$ cat src/rtl/mac_pkg.sv
// Shared constants and types for the MAC initiator-side sequencer.
package mac_pkg;
  localparam int MAC_IN_W  = 32;
  localparam int MAC_OUT_W = 16;

  // EN=bit7, START=bit1, LOAD=bit0
  localparam logic [7:0] MAC_CTRL_IDLE  = 8'h80;
  localparam logic [7:0] MAC_CTRL_LOAD  = 8'h81;
  localparam logic [7:0] MAC_CTRL_START = 8'h83;

  typedef enum logic [1:0] {
    ST_IDLE,
    ST_LOAD,
    ST_WAIT,
    ST_RESP
  } mac_state_e;
endpackage

$ cat src/rtl/mac_wdog.sv
// Saturating 8-bit watchdog; expired flags the last permitted WAIT cycle.
module mac_wdog (
  input  logic       clk,
  input  logic       reset,
  input  logic       clear,
  input  logic       enable,
  input  logic [7:0] limit,
  output logic       expired
);
  logic [7:0] cnt_q, cnt_d;

  always_comb begin
    cnt_d = cnt_q;
    if (clear)                        cnt_d = 8'd0;
    else if (enable && cnt_q != 8'hFF) cnt_d = cnt_q + 8'd1;
  end

  always_ff @(posedge clk or negedge reset) begin
    if (!reset) cnt_q <= 8'd0;
    else        cnt_q <= cnt_d;
  end

  assign expired = (cnt_q == limit - 8'd1);
endmodule

$ cat src/rtl/mac_driver.sv
// Drives the MAC load/start handshake for one host command and returns
// either the captured result or a timeout over the response channel.
module mac_driver
  import mac_pkg::*;
#(
  parameter int TIMEOUT_CYCLES = 64
) (
  input  logic                 clk,
  input  logic                 reset,
  input  logic                 cmd_valid,
  output logic                 cmd_ready,
  input  logic [MAC_IN_W-1:0]  cmd_a,
  input  logic [MAC_IN_W-1:0]  cmd_b,
  output logic                 rsp_valid,
  input  logic                 rsp_ready,
  output logic [MAC_OUT_W-1:0] rsp_data,
  output logic                 rsp_timeout,
  output logic [MAC_IN_W-1:0]  MAC_INA,
  output logic [MAC_IN_W-1:0]  MAC_INB,
  output logic [7:0]           MAC_CTRL,
  input  logic [MAC_OUT_W-1:0] MAC_OUT,
  input  logic                 IRQ_MAC,
  output logic                 busy
);
  mac_state_e           state_q;
  logic [MAC_IN_W-1:0]  ina_q, inb_q;
  logic [MAC_OUT_W-1:0] data_q;
  logic [7:0]           ctrl_q;
  logic                 rdy_q, vld_q, tmo_q, busy_q;
  logic                 wd_expired;

  // Counter restarts from 0 on the first WAIT cycle because LOAD clears it.
  mac_wdog u_wdog (
    .clk     (clk),
    .reset   (reset),
    .clear   (state_q == ST_LOAD),
    .enable  (state_q == ST_WAIT),
    .limit   (8'(TIMEOUT_CYCLES)),
    .expired (wd_expired)
  );

  always_ff @(posedge clk or negedge reset) begin
    if (!reset) begin
      state_q <= ST_IDLE;
      ina_q   <= '0;
      inb_q   <= '0;
      data_q  <= '0;
      ctrl_q  <= MAC_CTRL_IDLE;
      rdy_q   <= 1'b1;
      vld_q   <= 1'b0;
      tmo_q   <= 1'b0;
      busy_q  <= 1'b0;
    end else begin
      case (state_q)
        ST_IDLE: if (cmd_valid) begin
          ina_q   <= cmd_a;
          inb_q   <= cmd_b;
          ctrl_q  <= MAC_CTRL_LOAD;
          rdy_q   <= 1'b0;
          busy_q  <= 1'b1;
          state_q <= ST_LOAD;
        end
        ST_LOAD: begin
          ctrl_q  <= MAC_CTRL_START;
          state_q <= ST_WAIT;
        end
        ST_WAIT: if (IRQ_MAC || wd_expired) begin
          // A completion on the watchdog's last cycle still counts as a result.
          data_q  <= IRQ_MAC ? MAC_OUT : '0;
          tmo_q   <= !IRQ_MAC;
          vld_q   <= 1'b1;
          ctrl_q  <= MAC_CTRL_IDLE;
          state_q <= ST_RESP;
        end
        ST_RESP: if (rsp_ready) begin
          vld_q   <= 1'b0;
          rdy_q   <= 1'b1;
          busy_q  <= 1'b0;
          state_q <= ST_IDLE;
        end
        default: state_q <= ST_IDLE;
      endcase
    end
  end

  assign cmd_ready   = rdy_q;
  assign rsp_valid   = vld_q;
  assign rsp_data    = data_q;
  assign rsp_timeout = tmo_q;
  assign MAC_INA     = ina_q;
  assign MAC_INB     = inb_q;
  assign MAC_CTRL    = ctrl_q;
  assign busy        = busy_q;
endmodule

$ cat config.mk
export PLATFORM = sky130hd
export DESIGN_NAME = mac_driver
export DESIGN_NICKNAME = d
export VERILOG_FILES = /design/src/rtl/mac_pkg.sv /design/src/rtl/mac_wdog.sv /design/src/rtl/mac_driver.sv
export SDC_FILE = /design/constraint.sdc
export NUM_CORES = 1
export LEC_CHECK = 0
export CORE_MARGIN = 8
export CORE_UTILIZATION = 40
export CTS_BUF_LIST = sky130_fd_sc_hd__clkbuf_4 sky130_fd_sc_hd__clkbuf_8 sky130_fd_sc_hd__clkbuf_16
export DETAILED_ROUTE_END_ITERATION = 12
export PLACE_DENSITY = 0.78
export SLEW_MARGIN = 20
export SYNTH_ARGS = -nofsm -noshare
export SYNTH_HDL_FRONTEND = slang
export SYNTH_SLANG_ARGS = --single-unit
$ cat constraint.sdc
create_clock -name clk -period 3.2 [get_ports clk]
set_input_delay 0.64 -clock clk [delete_from_list [all_inputs] [get_ports clk]]
set_output_delay 0.64 -clock clk [all_outputs]
set_load 0.05 [all_outputs]
# Yosys cells after proc, flatten, opt, wreduce, memory -nomap -nowiden
# Index checks and enable logic that the tools add are counted.
[totals] output_inout_bits=92 regBits=102 inputBits=85 word_cells=51
[classes] n_eq_ne=8 muxes=18 n_addsub=1 reduce_logical=14
[op_table] cell="$mux 8" n=4
[op_table] cell="$pmux 8 s3" n=1
[op_table] cell="$mux 16" n=1
[op_table] cell="$reduce_and 3->1" n=4
[op_table] cell="$add 8x1->8 const B" n=1
[op_table] cell="$eq 8x6->1 const B" n=1
[op_table] cell="$ne 8x8->1 const B" n=1
[op_table] cell="$pmux 2 s4" n=1
[op_table] cell="$mux 2" n=3
[op_table] cell="$ne 2x2->1 const B" n=3
[op_table] cell="$pmux 1 s2" n=3
[op_table] cell="$reduce_bool 2->1" n=3
[op_table] cell="$mux 1" n=5
[op_table] cell="$eq 2x2->1 const B" n=2
[op_table] cell="$reduce_and 2->1" n=2
[op_table] cell="$reduce_bool 3->1" n=1
[op_table] cell="$eq 2x1->1 const B" n=1
[op_table] cell="$logic_not 2->1" n=1
[op_table] cell="$logic_and 1x1->1" n=1
[op_table] cell="$logic_not 1->1" n=1
[op_table] cell="$logic_or 1x1->1" n=1

# Logic depth before layout (Yosys ltp)
# Gate-level depths: netlist (run 1).
[depth] ltp_word=4 mapped_depth=7

# Cells and area by module
# A second synthesis (run 1) with hierarchy kept.
[hier_totals] cells_unflattened=296 area_unflattened_um2=4327.9
[by_module_without_submodules] mod="mac_driver" area_per_inst_um2=3658.5 seq_area_each_um2=2203.4 cells_each=221 instances=1
[by_module_without_submodules] mod="mac_wdog" area_per_inst_um2=669.4 seq_area_each_um2=200.2 cells_each=75 instances=1

# Worst setup path after synthesis (run 1)
# No wires, ideal clock.
[synth_timing] kind="flip-flop to flip-flop" start="register state_q[0]" end="register inb_q[10], in the netlist MAC_INB[10]" path_slack_ns=1.285 n_path_buf=2 t_arrival_ns=1.790 stages_incl_launch_ff=7 setup_time_ns=0.125 path_cell_list="dfrtp_1 inv_1 ha_1 nand2_1 clkbuf_1 clkbuf_1 mux2_2"
[synth_via] elab_chain_len=2
[synth_rtl] item="start: declaration" line_no="mac_driver.sv:25" text="mac_state_e state_q;"
[synth_rtl] item="start signal: assignment" line_no="mac_driver.sv:44" text="state_q <= ST_IDLE;"
[synth_rtl] item="start signal: assignment" line_no="mac_driver.sv:61" text="state_q <= ST_LOAD;"
[synth_rtl] item="start signal: assignment" line_no="mac_driver.sv:65" text="state_q <= ST_WAIT;"
[synth_rtl] item="$logic_not 2->1" line_no="mac_driver.sv:54" text="case (state_q)"
[synth_rtl] item="$reduce_and 2->1 (no line)"
[synth_rtl] item="end signal: assignment" line_no="mac_driver.sv:57" text="inb_q <= cmd_b;"
[synth_rtl] item="end: declaration" line_no="mac_driver.sv:26" text="logic [MAC_IN_W-1:0] ina_q, inb_q;"
# No other way between the ends.
# A chain may end at the register's enable or synchronous reset.

# Final worst setup path (run 1)
[layout_timing] start="register rdy_q, in the netlist cmd_ready" end="output port cmd_ready"
[layout_lines] item="start: declaration" line_no="mac_driver.sv:29" text="logic rdy_q, vld_q, tmo_q, busy_q;"
[layout_lines] item="start signal: assignment" line_no="mac_driver.sv:49" text="rdy_q <= 1'b1;"
[layout_lines] item="start signal: assignment" line_no="mac_driver.sv:59" text="rdy_q <= 1'b0;"
[layout_lines] item="start signal: assignment" line_no="mac_driver.sv:77" text="rdy_q <= 1'b1;"
[layout_lines] item="end: declaration" line_no="mac_driver.sv:11" text="output logic cmd_ready,"
# No word-level cell between the ends.

==> results of run 1 <==
[worst max path at each step]
stage and endpoint:
2_1_floorplan MAC_INB[10], 3_3_place_gp rsp_valid, 3_5_place_dp rsp_data[1], 4_1_cts cmd_ready
5_1_grt cmd_ready, 6_report cmd_ready
[cells by family (layout without fill, tap and decap cells)]
kind of cell	Yosys count	count (layout)	synth area share, %
flops	96	96	62.4
mux	68	68	19.8
compound gates	37	37	6.95
simple gates	31	31	4.13
buf+inv	25	195	3.18
fa+ha+maj	8	8	2.60
xor+xnor	3	3	0.683
other cells	2	6	0.195
[power by group through the flow]
stage / combinational (mW) / clock (mW) / sequential [mW]
final: 4.27 / 0.855 / 2.11
after global routing: 4.45 / 0.943 / 2.19
after CTS: 4.32 / 0.884 / 2.11
after detailed placement: 4.31 / 0 / 2.13
after global placement: 4.26 / 0 / 2.10
after floorplan: 0.914 / 0 / 4.02
[layer usage]
layer  track usage (%)  wire, um  up-vias
li1                  -         -     1277
met1              17.7      4100     1361
met2              25.1      4790      102
met3              5.17       871       12
met4              6.65       140        0
met5                 0         0        -
[layout make-up]
class	instances	area [sq um]	share of cell area, %
multi-input combinational	153	1340	22.8
inverter	7	26.3	0.447
sequential	96	2400	40.8
timing repair buffer	173	1730	29.5
clock buffer	10	131	2.23
tap	133	166	2.83
clock inverter	5	81.3	1.38
[per-stage QoR]
| stage | setup slack [ps] | instance area (sq um) |
|---|---|---|
| after floorplan | 1290 | 3860 |
| after global placement | 890 | 5670 |
| after detailed placement | 796 | 5670 |
| after CTS | 777 | 5880 |
| after global routing | 743 | 5880 |
| final | 815 | 5880 |
[state kept, by name, indices dropped and copies added, names as in the netlist]
name	count
MAC_CTRL	2
MAC_INA	32
MAC_INB	32
busy	1
cmd_ready	1
rsp_data	16
rsp_timeout	1
rsp_valid	1
state_q	2
u_wdog.cnt_q	8
[layout by cell type (no fill, tap or decap), types with 2 or more instances in the layout]
master	synthesis	layout
a21oi_1	10	10
a22o_1	16	16
and2_1	2	2
and4_1	2	2
buf_4	6	3
bufinv_16	0	2
clkbuf_8	0	9
clkdlybuf4s50_1	0	169
conb_1	2	6
dfrtp_1	95	95
ha_1	8	8
inv_1	7	7
mux2_2	65	65
mux2i_1	2	2
nand2_1	6	5
nand3_1	3	3
nand4_1	2	2
nor2_1	9	9
nor2b_1	2	2
nor3_1	2	2
o21ai_0	6	6
xor2_1	2	2
==> metrics.cfg, run 1 <==
[sta]
slew_headroom_pct=48.8
finalCritPeriodShare_pct=74.5
clock_skew_ps=10.6
worst_slew_pin_slew_ps=768
finalMaxSlewViolations=0
rsz0062_at_grt=false
hold_slack_ps=252
setup-tns-final_ps=0
fin_crit_ps=2380
finalSetupViolations=0
final-hold-violation-count=0
fmax_mhz=419

[power]
clkPwrFrac_pct=11.8
p_switching_mw=3.41
p_per_area_mw_per_mm2=1230
power_mw=7.23
swShare_pct=47.2
power_frac_seq_pct=29.2
max-vdd-ir-drop_mv=0.701
internal-power_mw=3.82
power_leakage_nw=2.53
power.share.combinational_pct=59.0

[clocking]
cts_buffers=9
post_cts_buffers=0
htreeDepth=3
clock-sinks=96
clockBufferDepth=2
cts_root_buf=clkbuf_8
clk_pin_slew_ps=90
insertion_delay_ps=350
cts_tree=yes
hold_buffers=0
post_cts_resized=0

[drt]
drt_iter0_drc=109
wire_per_inst_um=17.1
first_pass_iters=4
totalWireLength_um=9900
via_count=2752
antenna_left=0
routed_via_density=4.77
drc=0

[worst_setup_path]
r2r_setup_slack_ps=970
cp.depth=1
endpoint_kind=output port
ff2ff_path_depth=5
cp-start-kind=flip-flop
cpPeakStageDelay_ps=840
crit_start=cmd_ready
crit_arrival_ps=1740
worstSetupPathType=flip-flop to output port
cp_max_fo=3
r2r_start=state_q[0]
required_ps=2560
crit_family=buffers and inverters
cp_num_buf_inv=1
cpMaxStageDelayCell=clkdlybuf4s50_1
crit_chain=clkdlybuf4s50_1
reg2reg_to=rsp_data[14]

[layout]
fillCellCount=782
nets=533
layoutNonFillerInstCount=577
n_antenna_cell=0
drive_gt1_share_pct=19.6
fin_util_pct=61.6
area_growth_pct=52.8

[synthesis]
synth_edf_count=0
yosysMostFrequentCell=dfrtp_1
yosysSeqAreaShare_pct=62.4
synthTopCellsByCount=dfrtp_1, mux2_2, a22o_1, a21oi_1, nor2_1
syn_area_sq_mm=0.00385
synth_top_cell_area_share_pct=61.7
yosysUniqueCellTypes=32
netlist_top_cells_area=dfrtp_1, mux2_2, a22o_1, ha_1, a21oi_1
ys.warnings.count=0
syn_avg_cell_area_sq_um=14.3
syn_inst=270
synth-async-reset-ratio_pct=100
synth_area_leader_cell=dfrtp_1
synth_ff_type=dfrtp_1
ys_seq_elements=96

[outcome]
status=finished clean

[floorplanning]
fp.dieW_um=114
dieHeight_um=114
core_area_sq_mm=0.00955
io_pins=177
num_rows=36
initial_core_util_pct=40.3
die_area_sq_mm=0.0130

[grt]
first_global_vias=2944
antenna_found_initial=0
grt_max_degree=58
grt.total_usage_pct=15.2
grt_first_pass_wirelength_um=15600
grt-ovfl-total=0

[run]
cap_violations=0

[hold_path]
hold_class=input port to asynchronous set/reset pin

[placement]
gp_congestion=0.794
numPortBuffers=170
dp.cells=562
dp.final_hpwl_um=7480

Power figures use the tool's default switching activity.
==> run 2, diff against run 1 <==
- CORE_UTILIZATION: 40 -> 37
- PLACE_DENSITY: 0.78 -> 0.76
- clock period: 3.2 -> 2.19 ns (I/O delays scaled with it)
==> run 2 against run 1 <==
Wire length up 1.3%; worst hold slack got worse by 210 ps; register-to-register slack got worse by 640 ps; via count hardly changed; sequential share of layout area shrank 0.51 points; flip-flop and latch count stayed put; first-iteration DRC count down 23%; design area increased by 1.3%; critical path depth did not move; power rose by 47%; global-route usage shrank 0.52 points; utilization shrank 3.4 points; critical endpoint is now busy.
==> metrics.cfg, run 2 (synthesis results as in run 1) <==
[outcome]
status=finished clean

[clocking]
clock-sinks=96
hold_buffers=0
cts_buffers=9
cts_root_buf=clkbuf_8
htreeDepth=3
post_cts_resized=0
clk_pin_slew_ps=90
insertion_delay_ps=340
cts_tree=yes
post_cts_buffers=0
clockBufferDepth=2

[power]
p_switching_mw=4.99
internal-power_mw=5.62
clkPwrFrac_pct=11.5
swShare_pct=47.1
p_per_area_mw_per_mm2=1780
power_mw=10.6
max-vdd-ir-drop_mv=0.884
power.share.combinational_pct=59.6
power_frac_seq_pct=28.9
power_leakage_nw=2.57

[floorplanning]
io_pins=177
num_rows=37
fp.dieW_um=118
dieHeight_um=118
die_area_sq_mm=0.0139
initial_core_util_pct=37.6
core_area_sq_mm=0.0102

[drt]
first_pass_iters=4
antenna_left=0
routed_via_density=4.70
drt_iter0_drc=84
wire_per_inst_um=17.1
drc=0
via_count=2750
totalWireLength_um=10000

[sta]
finalSetupViolations=0
setup_ws_ps=204
fin_crit_ps=1990
fmax_mhz=504
finalMaxSlewViolations=0
final-hold-violation-count=0
slew_headroom_pct=63.4
finalCritPeriodShare_pct=90.7
clock_skew_ps=9.29
worst_slew_pin_slew_ps=547
setup-tns-final_ps=0
rsz0062_at_grt=false

[layout]
nets=539
n_antenna_cell=0
layoutNonFillerInstCount=585
area_growth_pct=54.8
fillCellCount=812
layout_common_cells=clkdlybuf4s50_1, dfrtp_1, mux2_2
drive_gt1_share_pct=20.7
design_area_sq_mm=0.00596
mostFrequentLayoutCell=clkdlybuf4s50_1

[placement]
gp_congestion=0.756
dp.cells=571
place_area_sq_mm=0.00574
dp.final_hpwl_um=7840
numPortBuffers=170
pre_cts_slack_ps=172

[grt]
antenna_found_initial=0
first_global_vias=3134
grt-ovfl-total=0
grt.total_usage_pct=14.7
grt_first_pass_wirelength_um=16700
grt_max_degree=37

[worst_setup_path]
cpMaxStageDelayCell=clkdlybuf4s50_1
required_ps=1750
cp_max_fo=3
cp.depth=1
crit_arrival_ps=1550
crit_chain=clkdlybuf4s50_1
ff2ff_path_depth=6
endpoint_kind=output port
worstSetupPathType=flip-flop to output port
cpPeakStageDelay_ps=840
crit_family=buffers and inverters
cp_num_buf_inv=1
cp-start-kind=flip-flop

[run]
cap_violations=0

[hold_path]
hold_class=input port to asynchronous set/reset pin

==> run 2: changes by cell type in the layout (fill, tap and decap cells not counted), sizes merged <==
cell           previous run  this run
clkdlybuf4s50           169       168
inv                       8         7
clkbuf                   10         9
buf                       4        11
clkinvlp                  1         2
==> run 2: power groups by stage <==
stage / clock network [mW] / logic [mW] / registers, mW
floorplan: 0 / 1.34 / 5.87
global placement: 0 / 6.28 / 3.07
detailed placement: 0 / 6.38 / 3.11
CTS: 1.28 / 6.40 / 3.08
global route: 1.34 / 6.61 / 3.19
finish: 1.22 / 6.32 / 3.07
==> run 2: cell type report <==
type	count	area [sq um]	area share, %
clock buffer	9	124	2.08
clock inverter	5	83.8	1.41
inverter	7	26.3	0.441
multi-input combinational	153	1350	22.6
sequential	96	2400	40.3
tap	136	170	2.86
timing repair buffer	179	1800	30.2
==> run 2: final timing paths <==
| kind | startpoint | to | slack [ps] |
|---|---|---|---|
| max reg2reg | state_q[0] | rsp_data[14] | 330 |
| max | busy | busy | 200 |
| min in group clk | rsp_data[9] | rsp_data[9] | 500 |
| min reg2reg | rsp_data[9] | rsp_data[9] | 500 |
| min | reset | MAC_CTRL[1] | 40 |
| max in group asynchronous | reset | cmd_ready | 1540 |
==> run 2: through the flow <==
| stage | hold WS, ps | utilization [%] |
|---|---|---|
| 6_report | 42.3 | 58.2 |
| 3_3_place_gp | 425 | 56.1 |
| 4_1_cts | 48.3 | 58.2 |
| 2_1_floorplan | 142 | - |
| 5_1_grt | 61.8 | 58.2 |
| 3_5_place_dp | 432 | 56.1 |
==> run 2: layer usage <==
metal  vias up  GRT usage (%)  wire length [um]
li1       1292              -                 -
met1      1333           16.7              4050
met2       112           24.1              4890
met3        13           5.85               846
met4         0           6.33               229
met5         -              0                 0
